**config.mk**
```make
export PLATFORM = sky130hd
export DESIGN_NAME = prga_decrypt
export DESIGN_NICKNAME = d
export VERILOG_FILES = /design/src/rtl/prga_decrypt.sv
export SDC_FILE = /design/constraint.sdc
export NUM_CORES = 1
export LEC_CHECK = 0
export ABC_AREA = 1
export BUFFER_PORTS_ARGS = -buffer_cell sky130_fd_sc_hd__buf_2
export CAP_MARGIN = 10
export CORE_ASPECT_RATIO = 0.7
export CORE_MARGIN = 3
export CORE_UTILIZATION = 40
export DETAILED_ROUTE_END_ITERATION = 12
export HOLD_SLACK_MARGIN = 0.05
export PLACE_DENSITY_LB_ADDON = 0.15
export SLEW_MARGIN = 10
export SYNTH_ARGS = -nofsm -noshare
export SYNTH_HDL_FRONTEND = slang
export SYNTH_SLANG_ARGS = --single-unit
```
**constraint.sdc**
```tcl
create_clock -name clk -period 1.9 [get_ports clk]
set_clock_uncertainty 0.05 [all_clocks]
set_input_delay 0.095 -clock clk [delete_from_list [all_inputs] [get_ports clk]]
set_output_delay 0.095 -clock clk [all_outputs]
set_load 0.1 [all_outputs]
```
**src/rtl/prga_decrypt.sv**
```systemverilog
// rtl/prga_decrypt.sv - RC4 PRGA keystream generator that decrypts a ROM message into RAM
module prga_decrypt #(
    parameter int MSG_LEN = 32
) (
    input  logic       clk,
    input  logic       reset_n,
    input  logic       start,
    output logic       done,
    output logic       busy,
    output logic [7:0] s_addr,
    output logic [7:0] s_wdata,
    output logic       s_wren,
    input  logic [7:0] s_rdata,
    output logic [4:0] rom_addr,
    input  logic [7:0] rom_rdata,
    output logic [4:0] dec_addr,
    output logic [7:0] dec_wdata,
    output logic       dec_wren
);

    typedef enum logic [3:0] {
        IDLE, SET_I, WAIT_I, CAP_I, SET_J, WAIT_J, CAP_J,
        WR_I, WR_J, SET_F, WAIT_F, CAP_F, WR_DEC, DONE
    } state_t;

    localparam logic [4:0] LAST_K = 5'(MSG_LEN - 1);

    state_t     r_state;
    logic [7:0] r_i;
    logic [7:0] r_j;
    logic [4:0] r_k;
    logic [7:0] r_si;
    logic [7:0] r_sj;
    logic [7:0] r_f;
    logic [7:0] r_e;

    logic       r_done;
    logic       r_busy;
    logic [7:0] r_s_addr;
    logic [7:0] r_s_wdata;
    logic       r_s_wren;
    logic [4:0] r_rom_addr;
    logic [4:0] r_dec_addr;
    logic [7:0] r_dec_wdata;
    logic       r_dec_wren;

    logic [7:0] w_j_new;
    logic [7:0] w_i_new;
    logic [7:0] w_f_idx;

    assign w_j_new = r_j + s_rdata;
    assign w_i_new = r_i + 8'd1;
    assign w_f_idx = r_si + r_sj;

    // Outputs are registered: each transition loads the values the next state drives.
    always_ff @(posedge clk or negedge reset_n) begin
        if (!reset_n) begin
            r_state     <= IDLE;
            r_i         <= 8'd0;
            r_j         <= 8'd0;
            r_k         <= 5'd0;
            r_si        <= 8'd0;
            r_sj        <= 8'd0;
            r_f         <= 8'd0;
            r_e         <= 8'd0;
            r_done      <= 1'b0;
            r_busy      <= 1'b0;
            r_s_addr    <= 8'd0;
            r_s_wdata   <= 8'd0;
            r_s_wren    <= 1'b0;
            r_rom_addr  <= 5'd0;
            r_dec_addr  <= 5'd0;
            r_dec_wdata <= 8'd0;
            r_dec_wren  <= 1'b0;
        end else begin
            r_done     <= 1'b0;
            r_s_wren   <= 1'b0;
            r_dec_wren <= 1'b0;
            case (r_state)
                IDLE: begin
                    if (start) begin
                        // i is cleared and pre-incremented in one step for the first SET_I
                        r_i      <= 8'd1;
                        r_j      <= 8'd0;
                        r_k      <= 5'd0;
                        r_s_addr <= 8'd1;
                        r_busy   <= 1'b1;
                        r_state  <= SET_I;
                    end
                end
                SET_I:  r_state <= WAIT_I;
                WAIT_I: r_state <= CAP_I;
                CAP_I: begin
                    r_si     <= s_rdata;
                    r_j      <= w_j_new;
                    r_s_addr <= w_j_new;
                    r_state  <= SET_J;
                end
                SET_J:  r_state <= WAIT_J;
                WAIT_J: r_state <= CAP_J;
                CAP_J: begin
                    r_sj      <= s_rdata;
                    r_s_addr  <= r_i;
                    r_s_wdata <= s_rdata;
                    r_s_wren  <= 1'b1;
                    r_state   <= WR_I;
                end
                WR_I: begin
                    r_s_addr  <= r_j;
                    r_s_wdata <= r_si;
                    r_s_wren  <= 1'b1;
                    r_state   <= WR_J;
                end
                WR_J: begin
                    r_s_addr   <= w_f_idx;
                    r_rom_addr <= r_k;
                    r_state    <= SET_F;
                end
                SET_F:  r_state <= WAIT_F;
                WAIT_F: r_state <= CAP_F;
                CAP_F: begin
                    r_f         <= s_rdata;
                    r_e         <= rom_rdata;
                    r_dec_addr  <= r_k;
                    r_dec_wdata <= s_rdata ^ rom_rdata;
                    r_dec_wren  <= 1'b1;
                    r_state     <= WR_DEC;
                end
                WR_DEC: begin
                    if (r_k == LAST_K) begin
                        r_done  <= 1'b1;
                        r_state <= DONE;
                    end else begin
                        r_k      <= r_k + 5'd1;
                        r_i      <= w_i_new;
                        r_s_addr <= w_i_new;
                        r_state  <= SET_I;
                    end
                end
                DONE: begin
                    r_busy  <= 1'b0;
                    r_state <= IDLE;
                end
                default: begin
                    r_busy  <= 1'b0;
                    r_state <= IDLE;
                end
            endcase
        end
    end

    assign done      = r_done;
    assign busy      = r_busy;
    assign s_addr    = r_s_addr;
    assign s_wdata   = r_s_wdata;
    assign s_wren    = r_s_wren;
    assign rom_addr  = r_rom_addr;
    assign dec_addr  = r_dec_addr;
    assign dec_wdata = r_dec_wdata;
    assign dec_wren  = r_dec_wren;

endmodule
```
==> metrics.txt, run 1 <==
Total Power 9.70 mW; Clock Path Buffers 2; worst r2r path cells 8; Clock transition at path regs around 60 ps; Startpoint Class flip-flop; Synth Area in Simple Gates 0.274; worst skew pair latency 340 ps; worst r2r src r_j[2]$_DFFE_PN0P_; Setup crit end kind flip-flop; Register-to-Register Setup Slack roughly 71 ps; Cell Count, Final, Fillers Out between 700 and 800; Psw 5.03 mW; die width roughly 130 um; layout cells sized above 1 0.200; Synth Area in Compound Gates 0.109; WP data required slightly above 2000 ps; HP Class in2reg; crit path DAT 2000 ps; largest net degree at the start of global routing 42; clock sink count 79; Slew headroom 0.638; FMAX 547 MHz; Setup Crit Path Kind reg2reg; GRT Total Usage 0.194; r2r endpoint s_addr[3]$_DFFE_PN0P_; CTS tree yes; Min Hold Slack around 65 ps; Initial Util 0.426; RSZ-0062 raised after global routing no; Core ar. approximately 0.010 sq mm; largest family of logic cells by synthesized area simple AND/OR/NAND/NOR gates; # fillers between 900 and 1k; Net Sw Frac 0.519; total global routing overflow 0; Yosys reg bits 79; first-pass GRT wire length approximately 18000 um; initial antenna violation count 0; combinational share of power 0.552; H-tree Lvls 3; syn nets 561; Netlist cell types 38; die area between 0.01 and 0.015 sq mm; Internal between 4 and 5 mW; Layout Nets 650; post-synthesis adder-cell area fraction 0.0593; I/O Pins 57; Detail Route Antenna Nets 0; area leader, netlist dfrtp_1; Area contributors post-synth dfrtp_1 (46%), nand2_1 (14%), inv_1 (5.1%), ha_1 (5.0%), o21ai_0 (4.7%); min Tclk post-route between 1500 and 2000 ps; worst hold start s_rdata[2]; HPWL Detailed a little over 8000 um; Max-cap violations 0; vias in the first global route 3498; Num CTS Buffers 9; Worst Path Max Fanout 3; Synth Warn # 0; vias roughly 3.7k; share of the synthesized area in the top cell type 0.463; Clk pwr share 0.175; Post-Synthesis Cell Area ~0.0043 sq mm; iteration-0 DRC count of the detailed router roughly 300; Via density around 5; max-slew violations 0; die outline height between 90 and 100 um; Syn Inst Count roughly 520; Syn Area/Cell just over 8 sq um; mux cell area share after synthesis 0; commonest non-fill, non-tap cell in the layout nand2_1; post-synthesis sequential area ratio 0.463; Root Buffer clkbuf_16; power density over the cells 1850 mW/mm^2; Pre-antenna DRT Iters 5; Routed WL between 10000 and 15000 um; Lkg Pwr around 2.7 nW; area grow syn2layout 22.9%; drt wl/cell about 15 um; Final Wtd Congestion about 0.84; post-synthesis xor/xnor area fraction 0.0205; sequential power share 0.273; Slew @ Worst Pin around 540 ps; row cnt 30; port bufs 56; setup TNS 0 ps; total placed cells including tap cells 705; commonest non-fill, non-tap cells in the layout nand2_1 (163), dfrtp_1 (79), inv_1 (58); Hold Path Sink r_si[2]$_DFFE_PN0P_; status finished clean; drc violations 0; Final Setup Violations 0; Tcrit/Tclk final 0.962; final hold vios 0; cell count of the worst hold path 3; VDD IR-drop max 0.811 mV; ANT cells 0
## worst max-delay path by stage
stage / slack [ps] / startpoint / endpoint / cells past startpoint
after global routing: 0.7 / r_k[0]$_DFFE_PN0P_ / r_k[0]$_DFFE_PN0P_ / 9
after floorplan: 170 / r_j[2]$_DFFE_PN0P_ / s_addr[3]$_DFFE_PN0P_ / 8
after global placement: 130 / r_k[0]$_DFFE_PN0P_ / s_addr[1]$_DFFE_PN0P_ / 10
final: 70 / r_j[2]$_DFFE_PN0P_ / s_addr[3]$_DFFE_PN0P_ / 8
after CTS: 30 / s_rdata[0] / s_addr[4]$_DFFE_PN0P_ / 11
after detailed placement: 70 / r_k[0]$_DFFE_PN0P_ / r_i[1]$_DFFE_PN0P_ / 9
## critical path, cell delays in order, from the launching register on
cell	delay, ps
dfrtp_1	410
ha_1	290
or2_2	300
and2_4	170
or2_1	230
nand3_2	70
nand3_1	70
nand2_1	70
nand2_1	50
## cells in the mapped netlist (all sizes together)
library cell and count:
clkinv 1, nand3 37, or2 3, xor2 2, a21oi 18, nor3 4, o21ai 51, nor3b 1
fa 2, nand4 3, clkbuf 2, nand3b 1, nand2 172, a21o 1, o22ai 6, inv 67
and2 1, xnor2 8, buf 6, o211ai 7, dfrtp 79, ha 17, nor2 34
## power by group through the flow
stage | Sequential (mW) | Clock, mW | Combinational [mW]
after floorplan | 4.35 | 0 | 2.41
after global placement | 2.66 | 0 | 5.07
after detailed placement | 2.67 | 0 | 5.14
after CTS | 2.65 | 1.74 | 5.20
after global routing | 2.72 | 1.80 | 5.86
final | 2.65 | 1.69 | 5.35
## final cells by class
cell class | count | area [sq um] | area share
Multi-Input combinational cell | 368 | 1990 | 0.380
Clock inverter | 5 | 60.1 | 0.0115
Clock buffer | 10 | 229 | 0.0437
Timing Repair Buffer | 86 | 566 | 0.108
Sequential cell | 79 | 1980 | 0.377
Tap cell | 128 | 160 | 0.0306
Inverter | 68 | 258 | 0.0492
## flip-flops by register name, summed over array words and instances, names as in the netlist
name	flops
busy	1
dec_addr	5
dec_wdata	8
dec_wren	1
done	1
r_i	8
r_j	8
r_k	5
r_si	8
r_sj	8
r_state	4
rom_addr	5
s_addr	8
s_wdata	8
s_wren	1
## per-layer routing
layer / GRT usage / up-vias / part of all wire
li1: - / 1856 / -
met1: 0.291 / 1710 / 0.51
met2: 0.269 / 137 / 0.40
met3: 0.0657 / 9 / 0.085
met4: 0.0424 / 0 / 0.0062
met5: 0 / - / 0
## stage by stage
stage | worst slack [ps] | utilization | cell area [sq um]
global route | 0.702 | 0.523 | 5240
finish | 71.3 | 0.523 | 5240
floorplan | 165 | - | 4270
detailed placement | 71.6 | 0.470 | 4710
global placement | 135 | 0.470 | 4710
CTS | 28.9 | 0.517 | 5180
## cells by family (layout without fill, tap and decap cells)
| group | after synthesis | after routing |
|---|---|---|
| buf+inv | 76 | 169 |
| simple gates | 256 | 256 |
| compound gates | 83 | 83 |
| fa+ha+maj | 19 | 19 |
| xor+xnor | 10 | 10 |
| flops | 79 | 79 |
## timing repair
item,4_1_cts,5_1_grt
gates resized for setup,0,6
endpoints found under the setup margin,0,13
setup buffers,0,6
hold buffers,18,0
endpoints found under the hold margin,60,0
Power figures use the tool's default switching activity.
==> inputs of run 2 (changes only) <==
--- a/config.mk
+++ b/config.mk
@@ -5,13 +5,12 @@
 export SDC_FILE = /design/constraint.sdc
 export NUM_CORES = 1
 export LEC_CHECK = 0
-export ABC_AREA = 1
-export BUFFER_PORTS_ARGS = -buffer_cell sky130_fd_sc_hd__buf_2
 export CAP_MARGIN = 10
 export CORE_ASPECT_RATIO = 0.7
 export CORE_MARGIN = 3
 export CORE_UTILIZATION = 40
 export DETAILED_ROUTE_END_ITERATION = 12
+export DONT_BUFFER_PORTS = 1
 export HOLD_SLACK_MARGIN = 0.05
 export PLACE_DENSITY_LB_ADDON = 0.15
 export SLEW_MARGIN = 10
==> run 2 against run 1 <==
Effect of this change:
- the run now ends with negative hold slack, negative setup slack left
- final cell count shrank 6.5%
- largest cell class unchanged
- first-iteration DRC count shrank 50%
- wire length grew 11%
- utilization grew 6.9 points
- critical path depth shrank 1
==> metrics.txt, run 2 <==
iteration-0 DRC count of the detailed router 152 (-50%); GRT Total Usage 0.218 (+0.0240); Pre-antenna DRT Iters 5 (unchanged); main flop type after synthesis dfrtp_1; total global routing overflow 0 (unchanged); first-pass GRT wire length 20000 um (+11%); CTS Hold Buffers Added 18 (unchanged); Post-Synthesis Cell Area 0.00420 sq mm (-1.6%); ordered list of cells on the worst path ha_2 > fa_2 > a211oi_4 > nor4b_2 > o31a_1 > o31a_1 > a211o_1; Post-synth EDFFs 0 (unchanged); Initial Util 0.422 (-0.00371); commonest non-fill, non-tap cell in the layout buf_4; Slew headroom 0.683 (+0.0446); die outline height 91.7 um (-0.76%); Syn Inst Count 430 (-18%); initial antenna violation count 0 (unchanged); area leader, netlist dfrtp_1; Register-to-Register Setup Slack -340 ps (-410 ps); most used cell, CP o31a_1; final hold vios 79 (+79); Detail Route Antenna Nets 0 (unchanged); Clock Path Buffers 2 (unchanged); max-slew violations 0 (unchanged); HPWL Detailed 8900 um (+8.8%); share of the synthesized area in the top cell type 0.471 (+0.00760); area grow syn2layout 40.3%; Layout Nets 602 (-7.4%); Syn Area/Cell 9.76 sq um (+20%); Final Setup Violations 8 (+8); die width 128 um (-0.77%); Max-cap violations 0 (unchanged); HP Class in2async; CTS tree yes; H-tree Lvls 3 (unchanged); min Tclk post-route 2240 ps (+406 ps); RSZ-0062 raised after global routing yes; Core ar. 0.00995 sq mm (-0.75%); r2r endpoint s_addr[6]$_DFFE_PN0P_; vias 3698 (-0.38%); FMAX 447 MHz (-18%); Synth Warn # 0 (unchanged); drt wl/cell 17.6 um (+18%); WP data required 2070 ps (about the same); drc violations 0 (unchanged); worst r2r path cells 7 (-1); ANT cells 0 (unchanged); Slowest-stage cell, CP dfrtp_1; layout cells sized above 1 0.329 (+0.130); Root Buffer clkbuf_16; Slew @ Worst Pin 475 ps (-68.0 ps); I/O Pins 57 (unchanged); worst setup margin -335 ps (-406 ps); Routed WL 12300 um (+11%); die area 0.0118 sq mm (-1.5%); post-synthesis sequential area ratio 0.471 (+0.00760); Post-synth top cells nand2_1 (91), dfrtp_1 (79), o21ai_0 (25); commonest non-fill, non-tap cells in the layout buf_4 (123), nand2_1 (91), dfrtp_1 (78); worst r2r src r_si[0]$_DFFE_PN0P_; largest net degree at the start of global routing 80 (+90%); Area contributors post-synth dfrtp_1 (47%), nand2_1 (8.1%), ha_1 (5.1%), o21ai_0 (3.0%), xnor2_1 (2.7%); failing checks negative hold slack, negative setup slack; worst skew pair latency 340 ps (about the same); count leader, synth nand2_1; fraction of registers with async set/reset 1.00 (unchanged); port bufs 0 (-100%); Setup crit end kind flip-flop; syn nets 468 (-17%); Tcrit/Tclk final 1.18 (+0.214); Startpoint Class flip-flop; clock sink count 79 (unchanged); Worst Path Max Fanout 2 (-1); row cnt 30 (unchanged); crit path DAT 2400 ps (+400 ps); Yosys reg bits 79 (unchanged); Final Wtd Congestion 0.851 (+0.85%); Cell Count, Final, Fillers Out 696 (-6.5%); total placed cells including tap cells 656 (-7.0%); Netlist cell types 60 (+58%); status finished, violations left; Min Hold Slack -603 ps (-668 ps); Via density 5.31 (+6.5%); max incr delay on CP 390 ps (-20 ps); Clock transition at path regs 60 ps (about the same); vias in the first global route 3685 (+5.3%); Setup Crit Path Kind reg2reg; Num CTS Buffers 9 (unchanged)
## run 2: cell types whose count changed after synthesis, moves of 7 or more
| cell | delta |
|---|---|
| a211oi_1 | +8 |
| a21o_1 | +13 |
| a22o_1 | +8 |
| a22oi_1 | +10 |
| buf_2 | +8 |
| inv_1 | -52 |
| inv_2 | -8 |
| mux2_2 | +10 |
| nand2_1 | -72 |
| nand3_1 | -26 |
| o21ai_0 | -15 |
| o21ai_1 | -7 |
## run 2: metrics by stage
step,setup slack [ps],util,setup TNS [ps],cell area (sq um)
floorplan,-264,-,-484,4260
global placement,-337,0.523,-1500,5210
detailed placement,-357,0.523,-1750,5210
CTS,-340,0.582,-1520,5790
global route,-391,0.592,-2380,5890
finish,-335,0.592,-1630,5890
## run 2: layout make-up
type | instances | area, sq um
sequential | 79 | 1980
fill | 863 | 4060
clock buffer | 10 | 239
clock inverter | 5 | 33.8
tap | 128 | 160
timing repair buffer | 145 | 1160
inverter | 6 | 22.5
multi-input combinational | 323 | 2300
## run 2: cells by family after synthesis
| kind of cell | after synthesis | share of synthesized area |
|---|---|---|
| muxes | 15 | 0.0388 |
| xor gates and xnor gates | 17 | 0.0355 |
| DFF | 79 | 0.471 |
| and+or+nand+nor | 159 | 0.176 |
| adders and majority gates | 19 | 0.0602 |
| AOI/OAI and AO/OA | 113 | 0.189 |
| buffers and inverters | 28 | 0.0295 |
## run 2: per-layer routing
| metal | global-route usage | vias to the layer above | part of all wire |
|---|---|---|---|
| met3 | 0.0512 | 9 | 0.066 |
| li1 | - | 1804 | - |
| met5 | 0 | - | 0 |
| met1 | 0.337 | 1793 | 0.50 |
| met4 | 0.0539 | 0 | 0.0088 |
| met2 | 0.303 | 92 | 0.43 |
## run 2: critical path: cells and delay by family, from the launching register on
family | cells | cell delay [ps]
AND/OR/NAND/NOR | 1 | 80
adder cells (fa/ha/maj) | 2 | 570
AO/OA/AOI/OAI | 4 | 1010
flip-flops | 1 | 390
## run 2: timing repair
action / CTS / global route
gates resized for setup: 17 / 15
pin swaps: 15 / 10
endpoints found under the hold margin: 117 / 79
endpoints found under the setup margin: 10 / 24
setup buffers: 5 / 2
## run 2: how the worst max path moves through the flow
stage,from,endpoint,slack [ps],cells after the start
floorplan,r_sj[0]$_DFFE_PN0P_,s_addr[6]$_DFFE_PN0P_,-260,7
global placement,r_si[1]$_DFFE_PN0P_,s_addr[7]$_DFFE_PN0P_,-340,6
detailed placement,r_si[0]$_DFFE_PN0P_,s_addr[6]$_DFFE_PN0P_,-360,7
CTS,r_si[0]$_DFFE_PN0P_,s_addr[6]$_DFFE_PN0P_,-340,7
global route,r_si[0]$_DFFE_PN0P_,s_addr[6]$_DFFE_PN0P_,-390,7
finish,r_si[0]$_DFFE_PN0P_,s_addr[6]$_DFFE_PN0P_,-340,7
Power of run 2 is left out: the tool's default activity adds up to more than one toggle a clock period on the data nets, which glitch-free logic cannot reach.
==> inputs of run 3 (changes only) <==
--- a/config.mk
+++ b/config.mk
@@ -13,6 +13,7 @@
 export DONT_BUFFER_PORTS = 1
 export HOLD_SLACK_MARGIN = 0.05
 export PLACE_DENSITY_LB_ADDON = 0.15
+export SKIP_CTS_REPAIR_TIMING = 1
 export SLEW_MARGIN = 10
 export SYNTH_ARGS = -nofsm -noshare
 export SYNTH_HDL_FRONTEND = slang
==> run 3 against run 2 <==
Effect of this change:
- the run still ends with negative hold slack, negative setup slack left
- critical path depth unchanged
- worst setup slack better by 3.6 ps
- global-route usage down 0.70 points
- die area unchanged
- via count up 0.22%
- hold slack worse by 4.1 ps
- final area down 0.62%
- first-iteration DRC count up 9.9%
- wire length down 0.34%
- highest routed layer unchanged
==> metrics.txt, run 3 (synthesis gave the netlist of run 2 again) <==
status finished, violations left; failing checks negative hold slack, negative setup slack; ANT cells 0 (unchanged); vias in the first global route 3576 (-3.0%); Clock transition at path regs 60 ps (about the same); Slew @ Worst Pin 469 ps (-6.62 ps); Pre-antenna DRT Iters 4 (-1); commonest non-fill, non-tap cell in the layout buf_4; Setup crit end kind flip-flop; Via density 5.35 (+0.65%); Core ar. 0.00995 sq mm (unchanged); drc violations 0 (unchanged); Routed WL 12200 um (-0.34%); Slowest-stage cell, CP dfrtp_1; Clock Path Buffers 2 (unchanged); Final Setup Violations 9 (+1); clock sink count 79 (unchanged); total global routing overflow 0 (unchanged); routed wl met3 623 um (-23%); crit path DAT 2400 ps (about the same); layout cells sized above 1 0.327 (-0.00179); Layout Nets 599 (-0.50%); die area 0.0118 sq mm (unchanged); Final Wtd Congestion 0.851 (unchanged); GRT Total Usage 0.211 (-0.00696); iteration-0 DRC count of the detailed router 167 (+9.9%); ordered list of cells on the worst path ha_4 > fa_2 > a211oi_4 > nor4b_2 > o31a_1 > o31a_1 > a211o_1; min Tclk post-route 2230 ps (-3.55 ps); dpl ws -357 ps (unchanged); largest net degree at the start of global routing 80 (unchanged); port bufs 0 (unchanged); most used cell, CP o31a_1; final hold vios 79 (unchanged); drt wl/cell 17.6 um (about the same); CTS tree yes; Worst Path Max Fanout 3 (+1); Setup Crit Path Kind reg2reg; vias 3706 (+0.22%); die width 128 um (unchanged); HPWL Detailed 8900 um (unchanged); Min Hold Slack -607 ps (-4.05 ps); row cnt 30 (unchanged); RSZ-0062 raised after global routing yes; top layer in use met4; first-pass GRT wire length 19400 um (-3.1%); M1 WL 6320 um (+3.1%); max-slew violations 0 (unchanged); Initial Util 0.422 (unchanged); Slew headroom 0.687 (+0.00442); max incr delay on CP 410 ps (+20 ps); area grow syn2layout 39.4%; worst skew pair latency 340 ps (about the same); H-tree Lvls 3 (unchanged); WP data required 2070 ps (about the same); worst setup margin -332 ps (+3.55 ps); final design utilization 0.588 (-0.00365); Root Buffer clkbuf_16; Tcrit/Tclk final 1.17 (-0.00187); I/O Pins 57 (unchanged); commonest non-fill, non-tap cells in the layout buf_4 (121), nand2_1 (91), dfrtp_1 (78); FMAX 448 MHz (+0.16%); HP Class in2async; Startpoint Class flip-flop; Num CTS Buffers 9 (unchanged); Routed met2 length 5170 um (-0.96%); Max-cap violations 0 (unchanged); Detail Route Antenna Nets 0 (unchanged); die outline height 91.7 um (unchanged); initial antenna violation count 0 (unchanged)
[run 3: cell type report]
cell class / instances / area, sq um
Fill cell: 870 / 4100
Multi-Input combinational cell: 323 / 2290
Sequential cell: 79 / 1980
Timing Repair Buffer: 142 / 1120
Clock buffer: 10 / 239
Tap cell: 128 / 160
Clock inverter: 5 / 33.8
Inverter: 6 / 22.5
[run 3: final timing paths]
kind / slack [ps] / start / end / cells past startpoint
max: -330 / r_sj[0]$_DFFE_PN0P_ / s_addr[6]$_DFFE_PN0P_ / 7
min reg2reg: 430 / dec_addr[1]$_DFFE_PN0P_ / dec_addr[1]$_DFFE_PN0P_ / 2
min in group clk: 30 / s_rdata[1] / r_j[1]$_DFFE_PN0P_ / 3
max in group asynchronous: 2300 / reset_n / r_i[4]$_DFFE_PN0P_ / 0
max reg2reg: -330 / r_sj[0]$_DFFE_PN0P_ / s_addr[6]$_DFFE_PN0P_ / 7
min: -610 / reset_n / s_wdata[6]$_DFFE_PN0P_ / 0
[run 3: critical path, delay by kind of cell (launching register included)]
family,cells,cell delay [ps]
AO/OA/AOI/OAI,4,1010
adder cells (fa/ha/maj),2,550
flip-flops,1,410
AND/OR/NAND/NOR,1,80
[run 3: layer usage]
metal | up-vias | GRT usage
met2 | 81 | 0.292
li1 | 1807 | -
met4 | 0 | 0.0548
met1 | 1808 | 0.322
met3 | 10 | 0.0565
met5 | - | 0
[run 3: per-stage QoR]
stage | instances | setup TNS [ps] | instance area [sq um] | hold WS, ps
6_report | 693 | -1780 | 5850 | -607
2_1_floorplan | 430 | -484 | 4260 | -251
5_1_grt | 693 | -2470 | 5850 | -628
3_5_place_dp | 656 | -1750 | 5210 | -248
3_3_place_gp | 656 | -1500 | 5210 | -248
4_1_cts | 671 | -1970 | 5480 | -616
Power of run 3 is left out for the same reason.
